<file path="config.mk">
export PLATFORM = sky130hd
export DESIGN_NAME = keypad_matrix_scanner
export DESIGN_NICKNAME = d
export VERILOG_FILES = /design/src/rtl/keypad_matrix_scanner_pkg.sv /design/src/rtl/keypad_event_fifo.sv /design/src/rtl/keypad_matrix_scanner.sv
export SDC_FILE = /design/constraint.sdc
export NUM_CORES = 1
export LEC_CHECK = 0
export BUFFER_PORTS_ARGS = -buffer_cell sky130_fd_sc_hd__buf_2
export CAP_MARGIN = 0
export CORE_MARGIN = 4
export CORE_UTILIZATION = 40
export CTS_CLUSTER_DIAMETER = 80
export DETAILED_ROUTE_END_ITERATION = 12
export PLACE_DENSITY = 0.6
export SYNTH_ARGS = -nofsm -noshare
export SYNTH_HDL_FRONTEND = slang
export SYNTH_SLANG_ARGS = --single-unit
export TNS_END_PERCENT = 100
</file>
<file path="constraint.sdc">
create_clock -name clock -period 4.2 [get_ports clock]
set_clock_uncertainty 0.1 [all_clocks]
set_input_delay 0.84 -clock clock [delete_from_list [all_inputs] [get_ports clock]]
set_output_delay 0.84 -clock clock [all_outputs]
set_load 0.01 [all_outputs]
</file>
<file path="src/rtl/keypad_matrix_scanner_pkg.sv">
// keypad_pkg: types and helpers shared by the keypad scanner and its event FIFO.
//   scan_state_t    - scan sequencer states
//   key_event_t     - queued key event {code, press}; code is MAX_KW wide and
//                     zero-extended from the scanner's KW-bit key code
//   debounce_cnt_w  - width of a per-key debounce counter
package keypad_pkg;

  typedef enum logic [1:0] {WAIT, SAMPLE, COMMIT, ADVANCE} scan_state_t;

  // Widest key code an event can carry (up to 256 keys).
  localparam int MAX_KW = 8;

  typedef struct packed {
    logic [MAX_KW-1:0] code;
    logic              press;
  } key_event_t;

  // The counter must be able to hold DEBOUNCE-1 and compare against it.
  function automatic int debounce_cnt_w(input int debounce);
    return (debounce < 2) ? 1 : $clog2(debounce + 1);
  endfunction

endpackage

</file>
<file path="src/rtl/keypad_event_fifo.sv">
// keypad_event_fifo: first-word-fall-through FIFO for key events.
//   clock, reset      - clock and synchronous active-high reset
//   push, push_data   - write request and data (ignored when full unless popping)
//   pop               - read request (ignored when empty)
//   head              - head entry; holds the last popped entry while empty
//   full, empty       - occupancy flags
module keypad_event_fifo #(
  parameter int WIDTH = 9,
  parameter int DEPTH = 4
) (
  input  logic             clock,
  input  logic             reset,
  input  logic             push,
  input  logic [WIDTH-1:0] push_data,
  input  logic             pop,
  output logic [WIDTH-1:0] head,
  output logic             full,
  output logic             empty
);

  localparam int AW = (DEPTH > 1) ? $clog2(DEPTH) : 1;

  logic [WIDTH-1:0] mem [DEPTH];
  logic [AW-1:0]    wr_ptr;
  logic [AW-1:0]    rd_ptr;
  logic [AW:0]      count;
  logic [WIDTH-1:0] last_q;
  logic             pop_en;
  logic             push_en;

  assign empty   = (count == '0);
  assign full    = (count == (AW+1)'(DEPTH));
  assign pop_en  = pop && !empty;
  // A full FIFO still takes a push when the head leaves in the same cycle.
  assign push_en = push && (!full || pop_en);
  assign head    = empty ? last_q : mem[rd_ptr];

  always_ff @(posedge clock) begin
    if (push_en) mem[wr_ptr] <= push_data;
  end

  always_ff @(posedge clock) begin
    if (reset) begin
      wr_ptr <= '0;
      rd_ptr <= '0;
      count  <= '0;
      last_q <= '0;
    end else begin
      if (push_en) wr_ptr <= wr_ptr + 1'b1;
      if (pop_en) begin
        rd_ptr <= rd_ptr + 1'b1;
        last_q <= mem[rd_ptr];
      end
      case ({push_en, pop_en})
        2'b10:   count <= count + 1'b1;
        2'b01:   count <= count - 1'b1;
        default: count <= count;
      endcase
    end
  end

endmodule

</file>
<file path="src/rtl/keypad_matrix_scanner.sv">
// keypad_matrix_scanner: row-at-a-time matrix keypad scanner with per-key
// debounce and an event FIFO.
//   clock, reset   - clock and synchronous active-high reset
//   row            - one-hot active-high row drive
//   col            - active-high column sense (already synchronised)
//   key_valid      - an event is presented; key_ready accepts it
//   key_code       - event key code = row_index*COLS + col_index
//   key_press      - event type, 1 = press, 0 = release
//   key_state      - debounced state bitmap, bit k = code k
//   overflow       - sticky dropped-event flag; overflow_clr clears it
module keypad_matrix_scanner
  import keypad_pkg::*;
#(
  parameter int ROWS       = 4,
  parameter int COLS       = 4,
  parameter int SCAN_DIV   = 10000,
  parameter int DEBOUNCE   = 4,
  parameter int FIFO_DEPTH = 4,
  localparam int KW        = (ROWS*COLS > 1) ? $clog2(ROWS*COLS) : 1,
  localparam int FRAME     = ROWS*SCAN_DIV
) (
  input  logic                 clock,
  input  logic                 reset,
  output logic [ROWS-1:0]      row,
  input  logic [COLS-1:0]      col,
  output logic                 key_valid,
  input  logic                 key_ready,
  output logic [KW-1:0]        key_code,
  output logic                 key_press,
  output logic [ROWS*COLS-1:0] key_state,
  output logic                 overflow,
  input  logic                 overflow_clr
);

  localparam int NK  = ROWS*COLS;
  localparam int CW  = debounce_cnt_w(DEBOUNCE);
  localparam int TW  = $clog2(SCAN_DIV);
  localparam int RW  = (ROWS > 1) ? $clog2(ROWS) : 1;
  localparam int CLW = (COLS > 1) ? $clog2(COLS) : 1;

  logic [TW-1:0]   tick_cnt;
  logic            tick;
  scan_state_t     state;
  logic [RW-1:0]   r;
  logic [CLW-1:0]  c;
  logic [COLS-1:0] col_p0;
  logic [CW-1:0]   cnt [NK];
  logic [KW-1:0]   k_cur;
  logic            smp;
  logic            differs;
  logic            settle;
  logic            push_vld;
  key_event_t      push_ev;
  key_event_t      head_ev;
  logic            fifo_full;
  logic            fifo_empty;
  logic            dropped;
  logic            unused_head_hi;

  // Scan tick: one pulse every SCAN_DIV cycles
  assign tick = (tick_cnt == TW'(SCAN_DIV-1));

  always_ff @(posedge clock) begin
    if (reset)     tick_cnt <= '0;
    else if (tick) tick_cnt <= '0;
    else           tick_cnt <= tick_cnt + 1'b1;
  end

  // Sequencer: sample the driven row, commit one column per cycle, advance.
  // ADVANCE goes straight to SAMPLE if a tick lands there, so SCAN_DIV = COLS+2
  // still keeps up.
  always_ff @(posedge clock) begin
    if (reset) begin
      state <= WAIT;
      r     <= '0;
      c     <= '0;
      row   <= ROWS'(1);
    end else begin
      case (state)
        WAIT:    if (tick) state <= SAMPLE;
        SAMPLE: begin
          c     <= '0;
          state <= COMMIT;
        end
        COMMIT: begin
          if (c == CLW'(COLS-1)) state <= ADVANCE;
          else                   c     <= c + 1'b1;
        end
        ADVANCE: begin
          r     <= (r == RW'(ROWS-1)) ? '0 : r + 1'b1;
          row   <= {row[ROWS-2:0], row[ROWS-1]};
          state <= tick ? SAMPLE : WAIT;
        end
        default: state <= WAIT;
      endcase
    end
  end

  // Stage p0: column snapshot for the current row
  always_ff @(posedge clock) begin
    if (state == SAMPLE) col_p0 <= col;
  end

  always_comb begin
    k_cur    = KW'(int'(r) * COLS + int'(c));
    smp      = col_p0[c];
    differs  = (smp != key_state[k_cur]);
    settle   = differs && (cnt[k_cur] == CW'(DEBOUNCE-1));
    push_vld = (state == COMMIT) && settle;
    push_ev       = '0;
    push_ev.code  = MAX_KW'(k_cur);
    push_ev.press = smp;
  end

  // Debounce: a key flips only after DEBOUNCE consecutive differing samples
  always_ff @(posedge clock) begin
    if (reset) begin
      key_state <= '0;
      for (int i = 0; i < NK; i++) cnt[i] <= '0;
    end else if (state == COMMIT) begin
      if (!differs) begin
        cnt[k_cur] <= '0;
      end else if (settle) begin
        cnt[k_cur]       <= '0;
        key_state[k_cur] <= smp;
      end else begin
        cnt[k_cur] <= cnt[k_cur] + 1'b1;
      end
    end
  end

  // Event queue and overflow flag
  keypad_event_fifo #(
    .WIDTH ($bits(key_event_t)),
    .DEPTH (FIFO_DEPTH)
  ) u_fifo (
    .clock     (clock),
    .reset     (reset),
    .push      (push_vld),
    .push_data (push_ev),
    .pop       (key_ready),
    .head      (head_ev),
    .full      (fifo_full),
    .empty     (fifo_empty)
  );

  assign dropped   = push_vld && fifo_full && !key_ready;
  assign key_valid = !fifo_empty;
  assign key_code  = head_ev.code[KW-1:0];
  assign key_press = head_ev.press;
  // Code bits above KW are always zero.
  assign unused_head_hi = ^head_ev.code;

  // A drop in the same cycle as a clear leaves the flag set.
  always_ff @(posedge clock) begin
    if (reset)             overflow <= 1'b0;
    else if (dropped)      overflow <= 1'b1;
    else if (overflow_clr) overflow <= 1'b0;
  end

endmodule

</file>
==> reports/qor.csv, run 1 <==
stage;metric;value;unit
logic_synthesis;distinct cell type count after synthesis;46;
clock_tree;# clock sinks;127;
clock_tree;TritonCTS clock tree;built;
place;GPL Wtd Cong;0.788;
floorplanning;Die Height;129;um
critical_path;Reg-to-Reg Start;c[0]$_SDFFE_PP0P_;
critical_path;Crit path largest cell delay;510;ps
clock_tree;Max clock buf depth;2;
critical_path;slowest stage cell on the critical path;mux4_2;
finish;non-filler cells, final;701;
sta;Max Clock Freq;273;MHz
power;sequential cell fraction of total power;0.455;
finish;post-route cell area;6810;sq um
global_route;number of global-route vias before repair;3837;
finish;Nets;537;
clock_tree;TritonCTS buffer count;17;
sta;Hold Fails Final Rpt;0;
floorplanning;Cell Rows;43;
logic_synthesis;average size of a mapped cell;12.2;sq um
critical_path;R2R Path End;u_fifo.count[2]$_SDFFE_PP0P_;
sta;Final setup viols;0;
critical_path;WP data required;4400;ps
power;Sw Ratio;0.200;
floorplanning;Core Area;14100;sq um
clock_tree;cts hold-fix bufs;0;
critical_path;CP Data Arrival Time;3870;ps
hold_path;hold endpoint;tick_cnt[0]$_SDFF_PP0_;
sta;post-route minimum period;3670;ps
hold_path;Min-Delay Path Depth;1;
detailed_routing;Via Count;3808;
logic_synthesis;Mapped Nets;511;
place;Buffers on Ports;34;
clock_tree;CTS root buf;clkbuf_16;
detailed_routing;Routed Antenna Nets;0;
power;Leak Pwr;2.42;nW
power;Peak VDD IR;268;uV
detailed_routing;Post-Route WL;12300;um
flow_run;Max Cap Violations;0;
finish;Synth-to-Final Area Change;16.2;%
detailed_routing;Iter 0 DRT Violations;331;
sta;count of final max-slew check failures;0;
power;Gate power share;0.034;
clock_tree;post-CTS setup buffers;0;
critical_path;Buffers & Inverters on Critical Path;1;
outcome;status;finished, final reports clean;
sta;worst-margin pin slew;783;ps
place;placed cell area;6190;sq um
critical_path;internal reg-to-reg setup slack;530;ps
place;placed insts;669;
finish;share of post-route cells with drive strength above 1;0.230;
critical_path;CP Max Fanout;16;
logic_synthesis;Post-Syn Area;5860;sq um
critical_path;Worst path top cell family by delay;multiplexers;
finish;antenna diode count;0;
critical_path;startpoint types;register;
floorplanning;Initial Util;0.416;
floorplanning;die area;16700;sq um
logic_synthesis;fraction of the yosys area taken by sequential cells;0.557;
power;Final Power;0.00297;W
power;internal power;0.00237;W
critical_path;Critical Path, Cell by Cell;buf_12 -> mux4_2 -> mux4_2 -> ha_1 -> ha_1 -> nand2_1 -> o21ai_2 -> fa_1 -> nor3_1 -> a2bb2oi_2 -> mux2_2;
power;PD cells;436;nW/um^2
power;clock share of power;0.511;
clock_tree;H-tree levels;4;
sta;RSZ-0062 raised after global routing;false;
detailed_routing;WL/cell;17.5;um
critical_path;crit path kind;register to register;
global_route;largest net degree at the start of global routing;35;
floorplanning;io pins;35;
logic_synthesis;EDFF count, synth;72;
hold_path;Hold Path Origin;tick_cnt[0]$_SDFF_PP0_;
detailed_routing;1st-pass router iterations;4;
clock_tree;Worst-Skew Late Latency;410;ps
sta;setup TNS;0;ps
power;Sw Pwr;0.000595;W
critical_path;worst reg-to-reg path cell count;11;
logic_synthesis;Post-Synthesis Cells;482;
sta;slew margin rel.;0.478;
hold_path;Hold WC Path Type;register to register;
logic_synthesis;post-synthesis register bit count;127;
detailed_routing;drt drc;0;
clock_tree;Worst-path clk slew;60;ps
global_route;first-pass GRT wire length;19800;um
critical_path;endpoint class of the critical path;register;
critical_path;critical path depth in cells;11;
global_route;global route total overflow;0;
global_route;Total GRT Usage;0.154;
logic_synthesis;Yosys warning count;0;
global_route;initial antenna violation count;0;
place;HPWL Detailed;8200;um
logic_synthesis;async set or reset register ratio after synthesis;0;
clock_tree;post-CTS sizing;0;
floorplanning;Chip Width;129;um
sta;period utilisation layout;0.873;
logic_synthesis;Primary FF master, synth;edfxtp_1;
detailed_routing;post-DR vias/cell;5.43;
## cell type report
cell class,instances,area [sq um]
well taps,180,225
multi-input cells,305,2380
clock inverters,8,97.6
flip-flops and latches,127,3260
inverters,14,52.6
repair buffers,43,263
clock buffers,24,526
fillers,1229,7280
## power by group through the flow
stage,Clock (W),Sequential (W),Combinational (W)
3_5_place_dp,0,0.00138,0.000100
2_1_floorplan,0,0.00137,0.0000776
3_3_place_gp,0,0.00138,0.0000963
5_1_grt,0.00158,0.00135,0.000111
6_report,0.00152,0.00135,0.0000996
4_1_cts,0.00154,0.00135,0.000101
## registers in the layout (all words and copies together) (netlist names), 3 cells and up, named ones only
register       count
cnt               48
key_state         16
row                4
u_fifo.count       3
col_p0             4
u_fifo.last_q      5
tick_cnt          14
u_fifo.mem        20
## worst reg2reg max path: cells and delay by family, from the launching register on
| kind | cells | cell delay, ps |
|---|---|---|
| flops | 1 | 470 |
| simple gates | 2 | 450 |
| fa+ha+maj | 3 | 830 |
| mux | 3 | 1300 |
| buf+inv | 1 | 210 |
| compound gates | 2 | 210 |
## layer usage
| metal | routed length, um | vias to the layer above | global-route usage |
|---|---|---|---|
| li1 | - | 1805 | - |
| met1 | 5400 | 1886 | 0.199 |
| met2 | 6020 | 101 | 0.245 |
| met3 | 634 | 16 | 0.0383 |
| met4 | 204 | 0 | 0.0692 |
| met5 | 0 | - | 0 |
## worst max-delay path by stage
stage	from	end	slack (ps)
final	c[0]$_SDFFE_PP0P_	u_fifo.count[2]$_SDFFE_PP0P_	530
after global routing	c[0]$_SDFFE_PP0P_	u_fifo.count[2]$_SDFFE_PP0P_	350
after CTS	c[0]$_SDFFE_PP0P_	u_fifo.count[2]$_SDFFE_PP0P_	510
after detailed placement	c[0]$_SDFFE_PP0P_	u_fifo.count[2]$_SDFFE_PP0P_	520
after global placement	c[0]$_SDFFE_PP0P_	u_fifo.count[2]$_SDFFE_PP0P_	610
after floorplan	c[0]$_SDFFE_PP0P_	u_fifo.count[2]$_SDFFE_PP0P_	480
## cell usage after synthesis (all sizes together) (8+ instances only)
| library cell | count | share of area |
|---|---|---|
| clkbuf | 24 | 0.016 |
| a31o | 12 | 0.018 |
| nand2 | 33 | 0.021 |
| a21oi | 8 | 0.0068 |
| xnor2 | 9 | 0.017 |
| nand2b | 12 | 0.013 |
| mux4 | 26 | 0.10 |
| buf | 12 | 0.012 |
| edfxtp | 72 | 0.37 |
| mux2i | 12 | 0.020 |
| inv | 14 | 0.0090 |
| a31oi | 12 | 0.013 |
| nand3 | 11 | 0.0094 |
| nor2 | 81 | 0.052 |
| ha | 20 | 0.043 |
| dfxtp | 55 | 0.19 |
| a311oi | 12 | 0.018 |
## logic make-up (layout without fill, tap and decap cells)
family                     Yosys count  after routing  synth area share
DFF                                127            127             0.557
buffers and inverters               50             89            0.0363
adders and majority gates           21             21            0.0461
xor gates and xnor gates            16             16            0.0271
AOI/OAI and AO/OA                   52             52            0.0668
and+or+nand+nor                    172            172             0.135
muxes                               44             44             0.132
## placed cells by master, fill, tap and decap left out, drive strengths merged, types with 2 or more instances in the layout
cell,count
clkinv,4
nor4b,2
xor2,7
a21oi,8
nor2b,3
or4,2
bufinv,2
a31o,12
xnor2,9
a311oi,12
ha,20
buf,43
mux2i,12
edfxtp,72
clkbuf,24
nand4,2
mux4,26
inv,14
o21ai,3
mux2,6
nor3,7
nand2b,12
clkinvlp,2
and3,7
nand3,11
nor2,81
nand2,33
a31oi,12
and2,7
dfxtp,55
## per-stage QoR
| step | utilization | hold WS (ps) | setup slack [ps] |
|---|---|---|---|
| 2_1_floorplan | - | 313 | 477 |
| 3_3_place_gp | 0.439 | 326 | 611 |
| 3_5_place_dp | 0.439 | 334 | 515 |
| 4_1_cts | 0.483 | 345 | 510 |
| 5_1_grt | 0.483 | 379 | 352 |
| 6_report | 0.483 | 337 | 532 |
(Power assumes the default switching activity.)
==> inputs of run 2 (changes only) <==
--- a/config.mk
+++ b/config.mk
@@ -8,10 +8,11 @@
 export BUFFER_PORTS_ARGS = -buffer_cell sky130_fd_sc_hd__buf_2
 export CAP_MARGIN = 0
 export CORE_MARGIN = 4
-export CORE_UTILIZATION = 40
+export CORE_UTILIZATION = 61
 export CTS_CLUSTER_DIAMETER = 80
 export DETAILED_ROUTE_END_ITERATION = 12
-export PLACE_DENSITY = 0.6
+export PLACE_DENSITY = 0.84
+export SETUP_SLACK_MARGIN = 0.2
 export SYNTH_ARGS = -nofsm -noshare
 export SYNTH_HDL_FRONTEND = slang
 export SYNTH_SLANG_ARGS = --single-unit
==> run 2 against run 1 <==
  * Worst setup slack worse by 98 ps
  * Critical path type unchanged
  * First-iteration DRC count is 43% higher
  * Largest power group unchanged
  * Critical path depth unchanged
  * Non-clock buffer count is the same
  * Clock-buffer cell count is 3 lower
  * Utilization is 24 points higher
==> reports/qor.csv, run 2 (same netlist as run 1, synthesis figures left out) <==
stage;metric;value;unit
sta;period utilisation layout;0.897;
critical_path;R2R Path End;u_fifo.count[2]$_SDFFE_PP0P_;
sta;count of final max-slew check failures;0;
global_route;number of global-route vias before repair;4013;
clock_tree;H-tree levels;4;
critical_path;Critical Path, Cell by Cell;buf_4 -> mux4_2 -> mux4_2 -> ha_1 -> ha_1 -> nand2_1 -> o21ai_2 -> fa_1 -> nor3_1 -> a2bb2oi_2 -> mux2_2;
finish;most common cell after layout, fill and taps aside;nor2_1;
finish;antenna diode count;0;
finish;most frequent cells in the layout;80 x nor2_1, 72 x edfxtp_1, 55 x dfxtp_1;
global_route;first-pass GRT wire length;20700;um
power;Peak VDD IR;180;uV
floorplanning;die area;11200;sq um
global_route;global route total overflow;0;
clock_tree;Max clock buf depth;2;
power;Sw Pwr;0.000621;W
detailed_routing;Post-Route WL;12500;um
clock_tree;TritonCTS clock tree;built;
floorplanning;Core Area;9280;sq um
place;HPWL Detailed;7920;um
finish;Synth-to-Final Area Change;14.9;%
clock_tree;post-CTS setup buffers;0;
hold_path;Hold WC Path Type;register to register;
power;Sw Ratio;0.209;
critical_path;worst reg-to-reg path cell count;11;
power;internal power;0.00235;W
critical_path;endpoint class of the critical path;register;
critical_path;startpoint types;register;
detailed_routing;Iter 0 DRT Violations;474;
sta;Final WS setup;434;ps
clock_tree;# clock sinks;127;
critical_path;internal reg-to-reg setup slack;430;ps
detailed_routing;post-DR vias/cell;6.16;
clock_tree;Worst-Skew Late Latency;530;ps
place;GPL Wtd Cong;0.842;
critical_path;Reg-to-Reg Start;c[0]$_SDFFE_PP0P_;
detailed_routing;Routed Antenna Nets;0;
global_route;initial antenna violation count;0;
hold_path;Min-Delay Path Depth;1;
power;clock share of power;0.511;
power;Gate power share;0.034;
sta;setup TNS;0;ps
critical_path;CP Max Fanout;15;
sta;post-route minimum period;3770;ps
critical_path;slowest stage cell on the critical path;mux4_2;
clock_tree;TritonCTS buffer count;17;
finish;Fillers;572;
detailed_routing;Via Count;4001;
critical_path;crit path kind;register to register;
power;sequential cell fraction of total power;0.455;
floorplanning;io pins;35;
sta;RSZ-0062 raised after global routing;false;
flow_run;Max Cap Violations;0;
finish;Top Registers;cnt x48, u_fifo.mem x20, key_state x16;
power;Leak Pwr;2.44;nW
critical_path;WP data required;4520;ps
sta;Max Clock Freq;266;MHz
finish;Largest register FFs;48;
clock_tree;Worst-path clk slew;60;ps
clock_tree;post-CTS sizing;0;
global_route;largest net degree at the start of global routing;41;
sta;Final setup viols;0;
critical_path;Buffers & Inverters on Critical Path;1;
floorplanning;Cell Rows;35;
critical_path;CP Data Arrival Time;4090;ps
detailed_routing;1st-pass router iterations;6;
clock_tree;CTS root buf;clkbuf_8;
floorplanning;Chip Width;106;um
hold_path;Hold Path Origin;tick_cnt[0]$_SDFF_PP0_;
global_route;Total GRT Usage;0.241;
sta;slew margin rel.;0.414;
sta;worst-margin pin slew;867;ps
hold_path;hold endpoint;tick_cnt[0]$_SDFF_PP0_;
detailed_routing;drt drc;0;
finish;Largest Register;cnt;
floorplanning;Die Height;106;um
detailed_routing;WL/cell;19.3;um
floorplanning;Initial Util;0.631;
finish;share of post-route cells with drive strength above 1;0.236;
critical_path;Crit path largest cell delay;540;ps
place;dpl ws;484;ps
outcome;status;finished, final reports clean;
place;Buffers on Ports;34;
clock_tree;cts hold-fix bufs;0;
power;PD cells;441;nW/um^2
sta;Hold Fails Final Rpt;0;
critical_path;Worst path top cell family by delay;multiplexers;
finish;Nets;537;
run 2: changes by cell type in the layout (fill, tap and decap cells not counted), sizes merged:
| cell | delta |
|---|---|
| clkinvlp | -2 |
| clkinv | +3 |
| clkbuf | -3 |
| inv | +2 |
run 2: layout make-up:
class	instances	area (sq um)	area share
Sequential cell	127	3260	0.484
Multi-Input combinational cell	305	2380	0.354
Clock buffer	21	503	0.0747
Timing Repair Buffer	43	248	0.0368
Tap cell	129	161	0.0240
Clock inverter	11	123	0.0182
Inverter	14	52.6	0.00780
run 2: worst max path at each step:
| stage | depth (start not counted) | slack [ps] | to | from |
|---|---|---|---|---|
| after floorplan | 12 | 480 | u_fifo.count[2]$_SDFFE_PP0P_ | c[0]$_SDFFE_PP0P_ |
| after global placement | 11 | 630 | u_fifo.count[2]$_SDFFE_PP0P_ | c[0]$_SDFFE_PP0P_ |
| after detailed placement | 8 | 480 | key_state[12]$_SDFFE_PP0P_ | c[0]$_SDFFE_PP0P_ |
| after CTS | 11 | 440 | u_fifo.count[2]$_SDFFE_PP0P_ | c[0]$_SDFFE_PP0P_ |
| after global routing | 11 | 220 | u_fifo.count[2]$_SDFFE_PP0P_ | c[0]$_SDFFE_PP0P_ |
| final | 11 | 430 | u_fifo.count[2]$_SDFFE_PP0P_ | c[0]$_SDFFE_PP0P_ |
run 2: stage by stage:
step	cell area [sq um]	hold slack [ps]	total power (W)	instances	utilization
finish	6740	346	0.00297	650	0.725
global route	6740	375	0.00306	650	0.725
CTS	6730	351	0.00298	649	0.725
detailed placement	6100	338	0.00148	617	0.658
global placement	6100	329	0.00147	617	0.658
floorplan	5860	313	0.00145	482	-
run 2: routing by layer:
metal,vias up,global-route usage,wire (um)
li1,1806,-,-
met3,26,0.0789,1050
met1,1959,0.301,4900
met4,0,0.0842,229
met5,-,0,0
met2,210,0.395,6370
run 2: power groups by stage:
stage | Clock [W] | Sequential, W | Combinational (W)
global route | 0.00159 | 0.00135 | 0.000111
global placement | 0 | 0.00138 | 0.0000940
detailed placement | 0 | 0.00138 | 0.0000992
floorplan | 0 | 0.00137 | 0.0000776
CTS | 0.00152 | 0.00135 | 0.000101
finish | 0.00152 | 0.00135 | 0.000101
